--- config.mk ---
export PLATFORM = sky130hd
export DESIGN_NAME = led_sequencer
export DESIGN_NICKNAME = d
export VERILOG_FILES = /design/src/rtl/led_sequencer.sv
export SDC_FILE = /design/constraint.sdc
export NUM_CORES = 1
export LEC_CHECK = 0
export BUFFER_PORTS_ARGS = -buffer_cell sky130_fd_sc_hd__buf_2
export CAP_MARGIN = 20
export CORE_MARGIN = 2
export CORE_UTILIZATION = 55
export DETAILED_ROUTE_END_ITERATION = 8
export MAX_ROUTING_LAYER = met4
export PLACE_DENSITY = 0.79
export SETUP_SLACK_MARGIN = 0.5
export SKIP_CTS_REPAIR_TIMING = 1
export SYNTH_ARGS = -nofsm -noshare
export SYNTH_HDL_FRONTEND = slang
export SYNTH_SLANG_ARGS = --single-unit
--- constraint.sdc ---
create_clock -name clk -period 2 [get_ports clk]
set_input_delay 0.6 -clock clk [delete_from_list [all_inputs] [get_ports clk]]
set_output_delay 0.6 -clock clk [all_outputs]
set_load 0.005 [all_outputs]
--- src/rtl/led_sequencer.sv ---
// -----------------------------------------------------------------------------
// led_sequencer
//
// Front-panel LED controller. Two active-low push buttons are synchronized,
// debounced and turned into one-cycle press events. button_0 steps the blink
// rate and button_1 steps the display mode (OFF, BLINK, CHASE, COUNT). A
// prescaler generates the pattern tick at BASE_DIV << rate_idx clk cycles.
//
// Build option:
//   DEBOUNCE_EN  defined   : DEB_CYCLES consecutive differing synchronized
//                            samples are needed to accept a new button level.
//                undefined : no debounce counters; the accepted level follows
//                            the synchronizer output every cycle.
//
// Ports:
//   clk       in   1  system clock, rising edge
//   rst       in   1  synchronous active-high reset
//   button_0  in   1  rate button, active-low, asynchronous
//   button_1  in   1  mode button, active-low, asynchronous
//   led       out  N  registered LED drive, 1 = lit
//   mode      out  2  current mode: 0 OFF, 1 BLINK, 2 CHASE, 3 COUNT
// -----------------------------------------------------------------------------
module led_sequencer #(
    parameter int N          = 3,
    parameter int DEB_CYCLES = 4,
    parameter int BASE_DIV   = 4,
    parameter int RATES      = 4
) (
    input  logic         clk,
    input  logic         rst,
    input  logic         button_0,
    input  logic         button_1,
    output logic [N-1:0] led,
    output logic [1:0]   mode
);

    localparam logic [1:0] MODE_OFF   = 2'd0;
    localparam logic [1:0] MODE_BLINK = 2'd1;
    localparam logic [1:0] MODE_CHASE = 2'd2;
    localparam logic [1:0] MODE_COUNT = 2'd3;

    // Prescaler must hold the longest period minus one.
    localparam int CW = $clog2(BASE_DIV << (RATES - 1));
    localparam int RW = (RATES > 1) ? $clog2(RATES) : 1;

    localparam logic [CW:0]   BASE_W    = (CW + 1)'(BASE_DIV);
    localparam logic [RW-1:0] RATE_LAST = RW'(RATES - 1);

    // -------------------------------------------------------------------------
    // Button front end: synchronizer, optional debouncer, press detection.
    // Index 0 = rate button, index 1 = mode button.
    // -------------------------------------------------------------------------
    logic [1:0] btn_raw;
    logic [1:0] press;

    assign btn_raw = {button_1, button_0};

    genvar gi;
    generate
        for (gi = 0; gi < 2; gi++) begin : g_btn
            logic sync1_q;
            logic sync2_q;
            logic acc_q;
            logic acc_d;
            logic prev_q;

            always_ff @(posedge clk) begin
                if (rst) begin
                    sync1_q <= 1'b1;
                    sync2_q <= 1'b1;
                end else begin
                    sync1_q <= btn_raw[gi];
                    sync2_q <= sync1_q;
                end
            end

`ifdef DEBOUNCE_EN
            localparam int DW = (DEB_CYCLES > 1) ? $clog2(DEB_CYCLES) : 1;
            localparam logic [DW-1:0] DEB_LAST = DW'(DEB_CYCLES - 1);

            logic [DW-1:0] cnt_q;
            logic [DW-1:0] cnt_d;

            // The counter only survives while every sample disagrees with the
            // accepted level; the DEB_CYCLES-th such sample commits the change.
            always_comb begin
                acc_d = acc_q;
                cnt_d = '0;
                if (sync2_q != acc_q) begin
                    if (cnt_q == DEB_LAST) begin
                        acc_d = sync2_q;
                    end else begin
                        cnt_d = cnt_q + 1'b1;
                    end
                end
            end

            always_ff @(posedge clk) begin
                if (rst) begin
                    cnt_q <= '0;
                end else begin
                    cnt_q <= cnt_d;
                end
            end
`else
            always_comb begin
                acc_d = sync2_q;
            end
`endif

            always_ff @(posedge clk) begin
                if (rst) begin
                    acc_q  <= 1'b1;
                    prev_q <= 1'b1;
                end else begin
                    acc_q  <= acc_d;
                    prev_q <= acc_q;
                end
            end

            // Falling accepted level only; releases are ignored.
            assign press[gi] = prev_q & ~acc_q;
        end
    endgenerate

    // -------------------------------------------------------------------------
    // Rate, prescaler, mode and pattern registers.
    // -------------------------------------------------------------------------
    logic [RW-1:0] rate_idx_q, rate_idx_d;
    logic [CW-1:0] presc_q, presc_d;
    logic [1:0]    mode_q, mode_d;
    logic [N-1:0]  led_q, led_d;

    logic [CW:0]   period;
    logic [CW-1:0] period_m1;
    logic          tick;
    logic          rate_press;
    logic          mode_press;

    assign rate_press = press[0];
    assign mode_press = press[1];

    assign period    = BASE_W << rate_idx_q;
    assign period_m1 = CW'(period - 1'b1);
    assign tick      = (presc_q == period_m1);

    always_comb begin
        rate_idx_d = rate_idx_q;
        if (rate_press) begin
            rate_idx_d = (rate_idx_q == RATE_LAST) ? '0 : rate_idx_q + 1'b1;
        end
    end

    always_comb begin
        presc_d = presc_q + 1'b1;
        if (rate_press || mode_press || tick) begin
            presc_d = '0;
        end
    end

    // Two-bit increment wraps COUNT back to OFF on its own.
    always_comb begin
        mode_d = mode_q;
        if (mode_press) begin
            mode_d = mode_q + 2'd1;
        end
    end

    // A mode change loads the new mode's initial pattern and wins over a tick
    // landing on the same edge.
    always_comb begin
        led_d = led_q;
        if (mode_press) begin
            case (mode_d)
                MODE_CHASE: led_d = N'(1);
                default:    led_d = '0;
            endcase
        end else if (tick) begin
            case (mode_q)
                MODE_OFF:   led_d = '0;
                MODE_BLINK: led_d = {N{~led_q[0]}};
                MODE_CHASE: led_d = {led_q[N-2:0], led_q[N-1]};
                MODE_COUNT: led_d = led_q + 1'b1;
                default:    led_d = '0;
            endcase
        end
    end

    always_ff @(posedge clk) begin
        if (rst) begin
            rate_idx_q <= '0;
            presc_q    <= '0;
            mode_q     <= MODE_BLINK;
            led_q      <= '0;
        end else begin
            rate_idx_q <= rate_idx_d;
            presc_q    <= presc_d;
            mode_q     <= mode_d;
            led_q      <= led_d;
        end
    end

    assign led  = led_q;
    assign mode = mode_q;

endmodule

==> results of run 1 <==
[placed cells by master, fill, tap and decap left out, types with 2 or more instances in the layout]
cell	netlist	layout
inv_1	6	4
buf_2	1	8
ha_1	9	8
dfxtp_1	20	15
clkbuf_4	0	3
nor2_1	9	9
nand2b_1	4	4
dfxtp_4	0	2
dfxtp_2	0	3
or3_1	2	2
nand3_1	3	3
a21oi_1	5	5
mux2i_1	2	2
xnor2_1	4	3
nand2_1	3	3
or2_2	8	8
xor2_1	4	3
[per-stage QoR]
step	power (uW)	instance area, um2	hold WS [ns]	util, %	std cells
after floorplan	489.4	887.1	0.3895	-	90
after global placement	504.3	938.4	0.3931	62.29	112
after detailed placement	509.8	938.4	0.3950	62.29	112
after CTS	691.4	960.9	0.4198	63.79	115
after global routing	731.6	1030	0.4287	68.36	117
final	687.5	1030	0.4176	68.36	117
[power groups by stage]
stage | clock network [uW] | registers [uW] | logic [uW]
CTS | 190 | 430 | 70.8
floorplan | 0 | 437 | 52.5
detailed placement | 0 | 439 | 70.4
global route | 211 | 431 | 89.3
global placement | 0 | 438 | 66.7
finish | 178 | 429 | 80.1
[final cells by class]
cell class / count / area share (%)
Multi-Input combinational cell: 62 / 47.75
Sequential cell: 20 / 39.98
Timing Repair Buffer: 10 / 5.711
Inverter: 6 / 2.430
Clock buffer: 3 / 2.187
Tap cell: 16 / 1.944
[critical path, stage by stage, from the launching register on]
cell and delay [ns]:
dfxtp_4 0.40, inv_4 0.04, ha_4 0.16, xor2_2 0.19, nand4_4 0.16, a2111o_1 0.45, a21oi_2 0.11
[final timing paths]
path,endpoint,slack (ns),cells after the start
worst max-delay path,led[0]$_SDFFE_PP0P_,0.44,6
worst min-delay path,g_btn[1].acc_d$_SDFF_PP1_,0.42,1
worst max register to register,led[0]$_SDFFE_PP0P_,0.44,6
worst min register to register,g_btn[1].acc_d$_SDFF_PP1_,0.42,1
[per-layer routing]
metal,global-route usage (%),routed length (um)
met2,27.06,722
met3,6.122,48
met5,-,0
met4,10.91,40
met1,18.72,655
[registers in the layout (all words and copies together), names as in the netlist]
register / flops
g_btn.acc_d: 2
g_btn.acc_q: 2
g_btn.prev_q: 2
g_btn.sync1_q: 2
led: 3
mode: 2
presc_q: 5
rate_idx_q: 2
[cell families after synthesis]
logic type      count (synthesis)  synth area share, %
xor+xnor                        8                7.898
simple gates                   33                20.17
buf+inv                         8                3.525
mux                             2                2.257
fa+ha+maj                       9                12.69
compound gates                 10                8.321
flops                          20                45.13
==> flow_summary.json, run 1 <==
{
  "status": "complete, no violations",
  "p_sw_share_pct": 23.61,
  "worstPathMaxFanout": 6,
  "synthesis.nets": 103,
  "ys_top_cells_by_count": "20 x dfxtp_1, 9 x ha_1, 9 x nor2_1",
  "diodes": 0,
  "die_w_um": 44.16,
  "crit_path_start_kind": "register",
  "cap_violations": 0,
  "fmax_mhz": 640.9,
  "synthToLayoutAreaGrowth_pct": 16.08,
  "yosysTopAreaCell": "dfxtp_1",
  "dieArea_um2": 1950,
  "cp.arrival_ns": 1.79,
  "root_buffer": "clkbuf_4",
  "grt_setup_unrepaired": "true",
  "power_density_nw_per_um2": 667.6,
  "final_hold_viol_count": 0,
  "htreeDepth": 1,
  "design.core.area_um2": 1506,
  "post-route-period-util_pct": 78.02,
  "crit_start": "rate_idx_q[1]$_SDFFE_PP0P_",
  "portBuffers": 8,
  "worst_pin_slew_ns": 0.3366,
  "grtUsageTotal_pct": 17.37,
  "path_class": "register to register",
  "setup_violations": 0,
  "register_area_um2": 411.6,
  "cts_tree": "built",
  "worstHoldPathType": "register to register",
  "peakVddDrop_mv": 0.5343,
  "netlist_area_um2": 887.1,
  "synth_cells": 90,
  "grt_pass1_wl_um": 2277,
  "layout.nets": 116,
  "fillers": 135,
  "vias_per_cell": 5.350,
  "ys.flop_type": "dfxtp_1",
  "synth_top_area_share_pct": 45.13,
  "r2r-start": "rate_idx_q[1]$_SDFFE_PP0P_",
  "numCtsBuffers": 3,
  "min_from": "g_btn[1].sync1_q$_SDFF_PP1_",
  "synth_seq_cells": 20,
  "clock-sinks": 20,
  "skew_ns": 0.002596,
  "yosys_warnings": 0,
  "layout_setup_ws_ns": 0.4396,
  "post-place-ws_ns": 0.3797,
  "async_flop_share_pct": 0,
  "cp.required_ns": 2.23,
  "grt_max_degree": 15,
  "num_rows": 14,
  "cp-end-kind": "register",
  "yosysUniqueCellTypes": 24,
  "dr.first_iter.drc_count": 10,
  "synth_area_per_cell_um2": 9.857,
  "clk_pin_slew_ns": 0.10,
  "ys_seq_area_share_pct": 45.13,
  "start_util_pct": 58.89,
  "clk_latency_ns": 0.29,
  "synth.area.top_cells": "dfxtp_1 45%, ha_1 13%, or2_2 5.6%",
  "layout-drive-gt1-share_pct": 32.67,
  "firstDrtPassIters": 4,
  "grt_pass1_vias": 545,
  "power_leakage_uw": 0.0004529,
  "multi_input_area_um2": 491.7,
  "drc": 0,
  "num_vias": 626,
  "synth_edf_count": 0,
  "detail-route-antenna-nets": 0,
  "io_pins": 9,
  "die_y_um": 44.16,
  "slew_violations": 0,
  "fin_tns_setup_ns": 0,
  "wl_per_cell_um": 12.54,
  "grt_overflow_total": 0,
  "clockPowerShare_pct": 26.0,
  "antenna_found_initial": 0,
  "wl_um": 1467,
  "yosysMostFrequentCell": "dfxtp_1",
  "seqPwrFrac_pct": 62.4,
  "combPwrFrac_pct": 11.7,
  "max-slew-margin-rel_pct": 77.56,
  "p_switching_uw": 162.3,
  "place_congestion": 0.6995,
  "clk_path_buf_depth": 2,
  "p_int_uw": 525.1,
  "fin_crit_ns": 1.560
}
Power figures use the tool's default switching activity.
==> inputs of run 2 (changes only) <==
--- a/config.mk
+++ b/config.mk
@@ -5,13 +5,15 @@
 export SDC_FILE = /design/constraint.sdc
 export NUM_CORES = 1
 export LEC_CHECK = 0
+export ABC_AREA = 1
 export BUFFER_PORTS_ARGS = -buffer_cell sky130_fd_sc_hd__buf_2
 export CAP_MARGIN = 20
+export CORE_ASPECT_RATIO = 1.5
 export CORE_MARGIN = 2
-export CORE_UTILIZATION = 55
+export CORE_UTILIZATION = 51
 export DETAILED_ROUTE_END_ITERATION = 8
 export MAX_ROUTING_LAYER = met4
-export PLACE_DENSITY = 0.79
+export PLACE_DENSITY = 0.77
 export SETUP_SLACK_MARGIN = 0.5
 export SKIP_CTS_REPAIR_TIMING = 1
 export SYNTH_ARGS = -nofsm -noshare
==> constraint.sdc (replaced) <==
create_clock -name clk -period 1.35 [get_ports clk]
set_input_delay 0.405 -clock clk [delete_from_list [all_inputs] [get_ports clk]]
set_output_delay 0.405 -clock clk [all_outputs]
set_load 0.005 [all_outputs]
==> run 2 against run 1 <==
Synthesized area increased by 14%. Via count increased by 28%. Sequential share of layout area decreased by 5.7 points. Worst setup slack got worse by 0.36 ns. Synthesized cell count increased by 42%. Clock power increased to 2.7 times the previous value. First-iteration DRC count increased by 40%. Clock skew increased by 0.0028 ns. Critical path type is now register to output port. Critical endpoint is now led[0]. Largest cell class unchanged. Largest power group unchanged.
==> flow_summary.json, run 2 <==
{
  "cp_cell_sequence": "buf_2",
  "synthToLayoutAreaGrowth_pct": 22.08,
  "synth.area.top_cells": "dfxtp_1 40%, ha_1 11%, nand2_1 11%",
  "layout.nets": 155,
  "start_util_pct": 54.39,
  "dieArea_um2": 2356,
  "fin_area_um2": 1231,
  "vias_per_cell": 4.944,
  "htreeDepth": 1,
  "crit_buf_inv": 1,
  "design.core.area_um2": 1854,
  "top_usage_layer": "met2",
  "dr.first_iter.drc_count": 14,
  "diodes": 0,
  "peakVddDrop_mv": 0.6834,
  "worst_pin_slew_ns": 0.2664,
  "clk_pin_slew_ns": 0.12,
  "min_from": "button_0",
  "detail-route-antenna-nets": 0,
  "hpwl_um": 1340,
  "status": "complete, no violations",
  "portBuffers": 8,
  "layout_commonest_cell": "nand2_1",
  "post-place-ws_ns": 0.09579,
  "ys_seq_area_share_pct": 39.70,
  "worstReg2RegEnd": "presc_q[4]$_SDFF_PP0_",
  "io_pins": 9,
  "dpl_cell_area_um2": 1120,
  "cp.required_ns": 0.95,
  "crit_path_start_kind": "register",
  "whs_ns": 0.2902,
  "path_class": "register to output port",
  "synth_seq_cells": 20,
  "whs_endpoint": "g_btn[0].sync1_q$_SDFF_PP1_",
  "reg2reg_slack_ns": 0.08,
  "cp-end-kind": "output port",
  "r2r-start": "rate_idx_q[1]$_SDFFE_PP0P_",
  "place_congestion": 0.7549,
  "rr_worst_depth": 8,
  "max-slew-margin-rel_pct": 82.22,
  "yosysUniqueCellTypes": 19,
  "dp.cells": 156,
  "met2_usage_pct": 32.49,
  "grt_pass1_vias": 711,
  "synth_top_area_share_pct": 39.70,
  "ys_top_cells_by_count": "30 x nand2_1, 20 x dfxtp_1, 16 x inv_1",
  "regMostFlops": "presc_q",
  "grtUsageTotal_pct": 16.80,
  "final_cell_mix": "29 x nand2_1, 11 x inv_1, 11 x dfxtp_1",
  "layout-drive-gt1-share_pct": 41.13,
  "antenna_found_initial": 0,
  "root_buffer": "clkbuf_4",
  "crit_family": "flip-flops",
  "worstHoldPathType": "primary input to register",
  "clk_latency_ns": 0.30,
  "yosys_warnings": 0,
  "num_rows": 19,
  "cts_tree": "built",
  "critPathMaxStageDelay_ns": 0.42,
  "synth_edf_count": 0,
  "grt_pass1_wl_um": 2725,
  "grt_max_degree": 13,
  "num_vias": 801,
  "clock-sinks": 20,
  "setup_violations": 0,
  "yosysMostFrequentCell": "nand2_1",
  "post-route-period-util_pct": 93.96,
  "die_y_um": 58.46,
  "drc": 0,
  "async_flop_share_pct": 0,
  "slew_violations": 0,
  "power_density_nw_per_um2": 1046,
  "final_hold_viol_count": 0,
  "numCtsBuffers": 3,
  "synthesis.nets": 141,
  "die_w_um": 40.31,
  "fin_crit_ns": 1.268,
  "netlist_area_um2": 1008,
  "use_met3_pct": 2.264,
  "power_leakage_uw": 0.0005522,
  "cp.arrival_ns": 0.86,
  "synth_cells": 128,
  "largest_reg_flops": 5,
  "yosysTopAreaCell": "dfxtp_1",
  "wl_per_cell_um": 10.73,
  "slowest_stage": "dfxtp_1",
  "wl_um": 1739,
  "synth_area_per_cell_um2": 7.879,
  "cap_violations": 0,
  "grt_setup_unrepaired": "true",
  "holdPathStages": 2,
  "fmax_mhz": 788.4,
  "ys.flop_type": "dfxtp_1",
  "firstDrtPassIters": 4,
  "worstPathMaxFanout": 4,
  "grt_overflow_total": 0,
  "layout_setup_ws_ns": 0.08157,
  "skew_ns": 0.005358,
  "use_met1_pct": 15.07,
  "clk_path_buf_depth": 2,
  "layoutNonFillerInstCount": 162
}
-- run 2: cells by family after synthesis --
kind of cell	share of synthesized area [%]
flops	39.70
fa+ha+maj	11.17
buf+inv	7.444
simple gates	35.11
compound gates	3.969
xor+xnor	2.606
-- run 2: layer usage --
layer	wire, um	up-vias
met2	996	13
met4	0	0
met1	702	367
li1	-	421
met3	40	0
met5	0	-
-- run 2: area by class of cell --
cell class / count / area [um2]
Fill cell: 154 / 623.1
Clock inverter: 1 / 30.03
Inverter: 19 / 73.82
Timing Repair Buffer: 10 / 67.56
Sequential cell: 20 / 421.7
Clock buffer: 3 / 22.52
Multi-Input combinational cell: 88 / 589.3
Tap cell: 21 / 26.28
-- run 2: worst max path at each step --
stage	startpoint	to	depth (start not counted)
2_1_floorplan	rate_idx_q[1]$_SDFFE_PP0P_	presc_q[2]$_SDFF_PP0_	9
3_3_place_gp	rate_idx_q[1]$_SDFFE_PP0P_	led[1]$_SDFFE_PP0P_	7
3_5_place_dp	rate_idx_q[1]$_SDFFE_PP0P_	led[1]$_SDFFE_PP0P_	7
4_1_cts	rate_idx_q[1]$_SDFFE_PP0P_	led[1]$_SDFFE_PP0P_	7
5_1_grt	rate_idx_q[1]$_SDFFE_PP0P_	led[2]$_SDFFE_PP0P_	7
6_report	led[0]$_SDFFE_PP0P_	led[0]	1
-- run 2: stage by stage --
step	power (uW)	setup TNS, ns	util [%]
floorplan	779.6	0	-
global placement	803.3	0	60.39
detailed placement	810.5	0	60.39
CTS	1291	0	63.23
global route	1348	-0.004532	66.40
finish	1288	0	66.40
-- run 2: where the power goes --
| part | leakage [uW] | internal [uW] | switching, uW |
|---|---|---|---|
| Combinational | 0.000358 | 75.0 | 85.0 |
| Clock | 0.0000279 | 300 | 185 |
| Sequential | 0.000167 | 615 | 28.3 |
| Total | 0.000552 | 990 | 298 |
==> inputs of run 3 (changes only) <==
--- a/config.mk
+++ b/config.mk
@@ -6,14 +6,13 @@
 export NUM_CORES = 1
 export LEC_CHECK = 0
 export ABC_AREA = 1
-export BUFFER_PORTS_ARGS = -buffer_cell sky130_fd_sc_hd__buf_2
 export CAP_MARGIN = 20
-export CORE_ASPECT_RATIO = 1.5
 export CORE_MARGIN = 2
-export CORE_UTILIZATION = 51
+export CORE_UTILIZATION = 54
 export DETAILED_ROUTE_END_ITERATION = 8
+export DONT_BUFFER_PORTS = 1
 export MAX_ROUTING_LAYER = met4
-export PLACE_DENSITY = 0.77
+export PLACE_DENSITY = 0.76
 export SETUP_SLACK_MARGIN = 0.5
 export SKIP_CTS_REPAIR_TIMING = 1
 export SYNTH_ARGS = -nofsm -noshare
==> run 3 against run 2 <==
Largest cell class unchanged. Largest power group unchanged. Critical path depth increased by 6. Clock-buffer cell count unchanged. Sequential power about the same. First-iteration DRC count down 36%. Fmax down 1.3%.
==> flow_summary.json, run 3 (same netlist as run 2, synthesis figures left out) <==
{
  "root_buffer": "clkbuf_4",
  "num_rows": 15,
  "synthToLayoutAreaGrowth_pct": 22.08,
  "skew_ns": 0.01325,
  "clk_pin_slew_ns": 0.12,
  "wl_per_cell_um": 11.46,
  "numCtsBuffers": 3,
  "wl_um": 1822,
  "io_pins": 9,
  "place_congestion": 0.8281,
  "power_leakage_uw": 0.0005224,
  "fillers": 140,
  "fin_util_pct": 70.54,
  "regMostFlops": "presc_q",
  "num_vias": 790,
  "min_from": "rst",
  "clk_latency_ns": 0.31,
  "final_hold_viol_count": 0,
  "cp.required_ns": 1.59,
  "layout.nets": 148,
  "fmax_mhz": 778.0,
  "multi_input_area_um2": 618.1,
  "rr_worst_depth": 7,
  "detail-route-antenna-nets": 0,
  "fin_crit_ns": 1.285,
  "dpl_cell_area_um2": 1085,
  "fin_tns_setup_ns": 0,
  "grt_overflow_total": 0,
  "grt_pass1_vias": 669,
  "grt_max_degree": 13,
  "register_area_um2": 430.4,
  "htreeDepth": 1,
  "crit_path_start_kind": "register",
  "path_class": "register to register",
  "clk_path_buf_depth": 2,
  "diodes": 0,
  "peakVddDrop_mv": 0.8711,
  "clock-sinks": 20,
  "cap_violations": 0,
  "post-route-period-util_pct": 95.21,
  "layout_setup_ws_ns": 0.06464,
  "vias_per_cell": 4.969,
  "whs_endpoint": "mode[1]$_SDFF_PP0_",
  "design.core.area_um2": 1745,
  "grtUsageTotal_pct": 18.13,
  "fin_area_um2": 1231,
  "drc": 0,
  "max-slew-margin-rel_pct": 78.57,
  "cts_tree": "built",
  "cp.arrival_ns": 1.53,
  "reg2reg_slack_ns": 0.06,
  "final_cell_mix": "27 x nand2_1, 11 x inv_1, 10 x nand3_1, 10 x dfxtp_1, 8 x nor2_2",
  "grt_setup_unrepaired": "true",
  "grt_pass1_wl_um": 2670,
  "dp.cells": 152,
  "worst_pin_slew_ns": 0.3210,
  "firstDrtPassIters": 4,
  "hpwl_um": 1283,
  "layout_commonest_cell": "nand2_1",
  "worstHoldPathType": "primary input to register",
  "antenna_found_initial": 0,
  "cp-end-kind": "register",
  "worstPathMaxFanout": 4,
  "die_w_um": 47.22,
  "slew_violations": 0,
  "largest_reg_flops": 5,
  "layoutNonFillerInstCount": 159,
  "start_util_pct": 57.78,
  "setup_violations": 0,
  "portBuffers": 0,
  "power_density_nw_per_um2": 1038,
  "r2r-start": "rate_idx_q[0]$_SDFFE_PP0P_",
  "dr.first_iter.drc_count": 9,
  "layout-drive-gt1-share_pct": 42.54,
  "dieArea_um2": 2229,
  "die_y_um": 47.22,
  "holdPathStages": 1,
  "worstReg2RegEnd": "led[2]$_SDFFE_PP0P_",
  "status": "complete, no violations",
  "post-place-ws_ns": 0.09572
}
[run 3: changes by cell type in the layout (fill, tap and decap cells not counted), sizes merged]
| cell | change |
|---|---|
| buf | -7 |
[run 3: worst max path at each step]
stage | to | depth (start not counted) | startpoint | slack, ns
after floorplan | presc_q[2]$_SDFF_PP0_ | 9 | rate_idx_q[1]$_SDFFE_PP0P_ | 0.20
after global placement | presc_q[3]$_SDFF_PP0_ | 8 | rate_idx_q[1]$_SDFFE_PP0P_ | 0.13
after detailed placement | presc_q[4]$_SDFF_PP0_ | 8 | rate_idx_q[0]$_SDFFE_PP0P_ | 0.1
after CTS | presc_q[1]$_SDFF_PP0_ | 9 | rate_idx_q[0]$_SDFFE_PP0P_ | 0.07
after global routing | presc_q[0]$_SDFF_PP0_ | 8 | rate_idx_q[0]$_SDFFE_PP0P_ | -0.02
final | led[2]$_SDFFE_PP0P_ | 7 | rate_idx_q[0]$_SDFFE_PP0P_ | 0.06
[run 3: where the power goes]
group / leakage [uW] / switching [uW] / internal, uW
clock: 0.0000279 / 185 / 300
sequential: 0.000167 / 30.2 / 611
combinational: 0.000327 / 81.5 / 69.9
[run 3: layout make-up]
class	instances	share of cell area, %
Clock buffer	3	1.829
Timing Repair Buffer	3	1.829
Tap cell	25	2.541
Clock inverter	1	2.439
Inverter	19	6.199
Sequential cell	20	34.96
Multi-Input combinational cell	88	50.20
[run 3: critical path, cell delays in order (launching register included)]
cell and delay [ns]:
dfxtp_4 0.38, inv_2 0.05, ha_4 0.17, nand2_2 0.08
nand3_2 0.10, nor2_4 0.18, nand3_1 0.11, a21oi_1 0.16
[run 3: per-layer routing]
| metal | routed length (um) | track usage, % |
|---|---|---|
| met5 | 0 | - |
| met4 | 36 | 10.00 |
| met3 | 69 | 4.615 |
| met2 | 941 | 27.95 |
| met1 | 775 | 21.41 |
[run 3: metrics by stage]
stage               hold WS [ns]  power, uW
finish                    0.1326       1278
global route              0.1145       1338
CTS                       0.1353       1277
detailed placement        0.4158      795.2
global placement          0.3999      788.8
floorplan                 0.3917      779.6
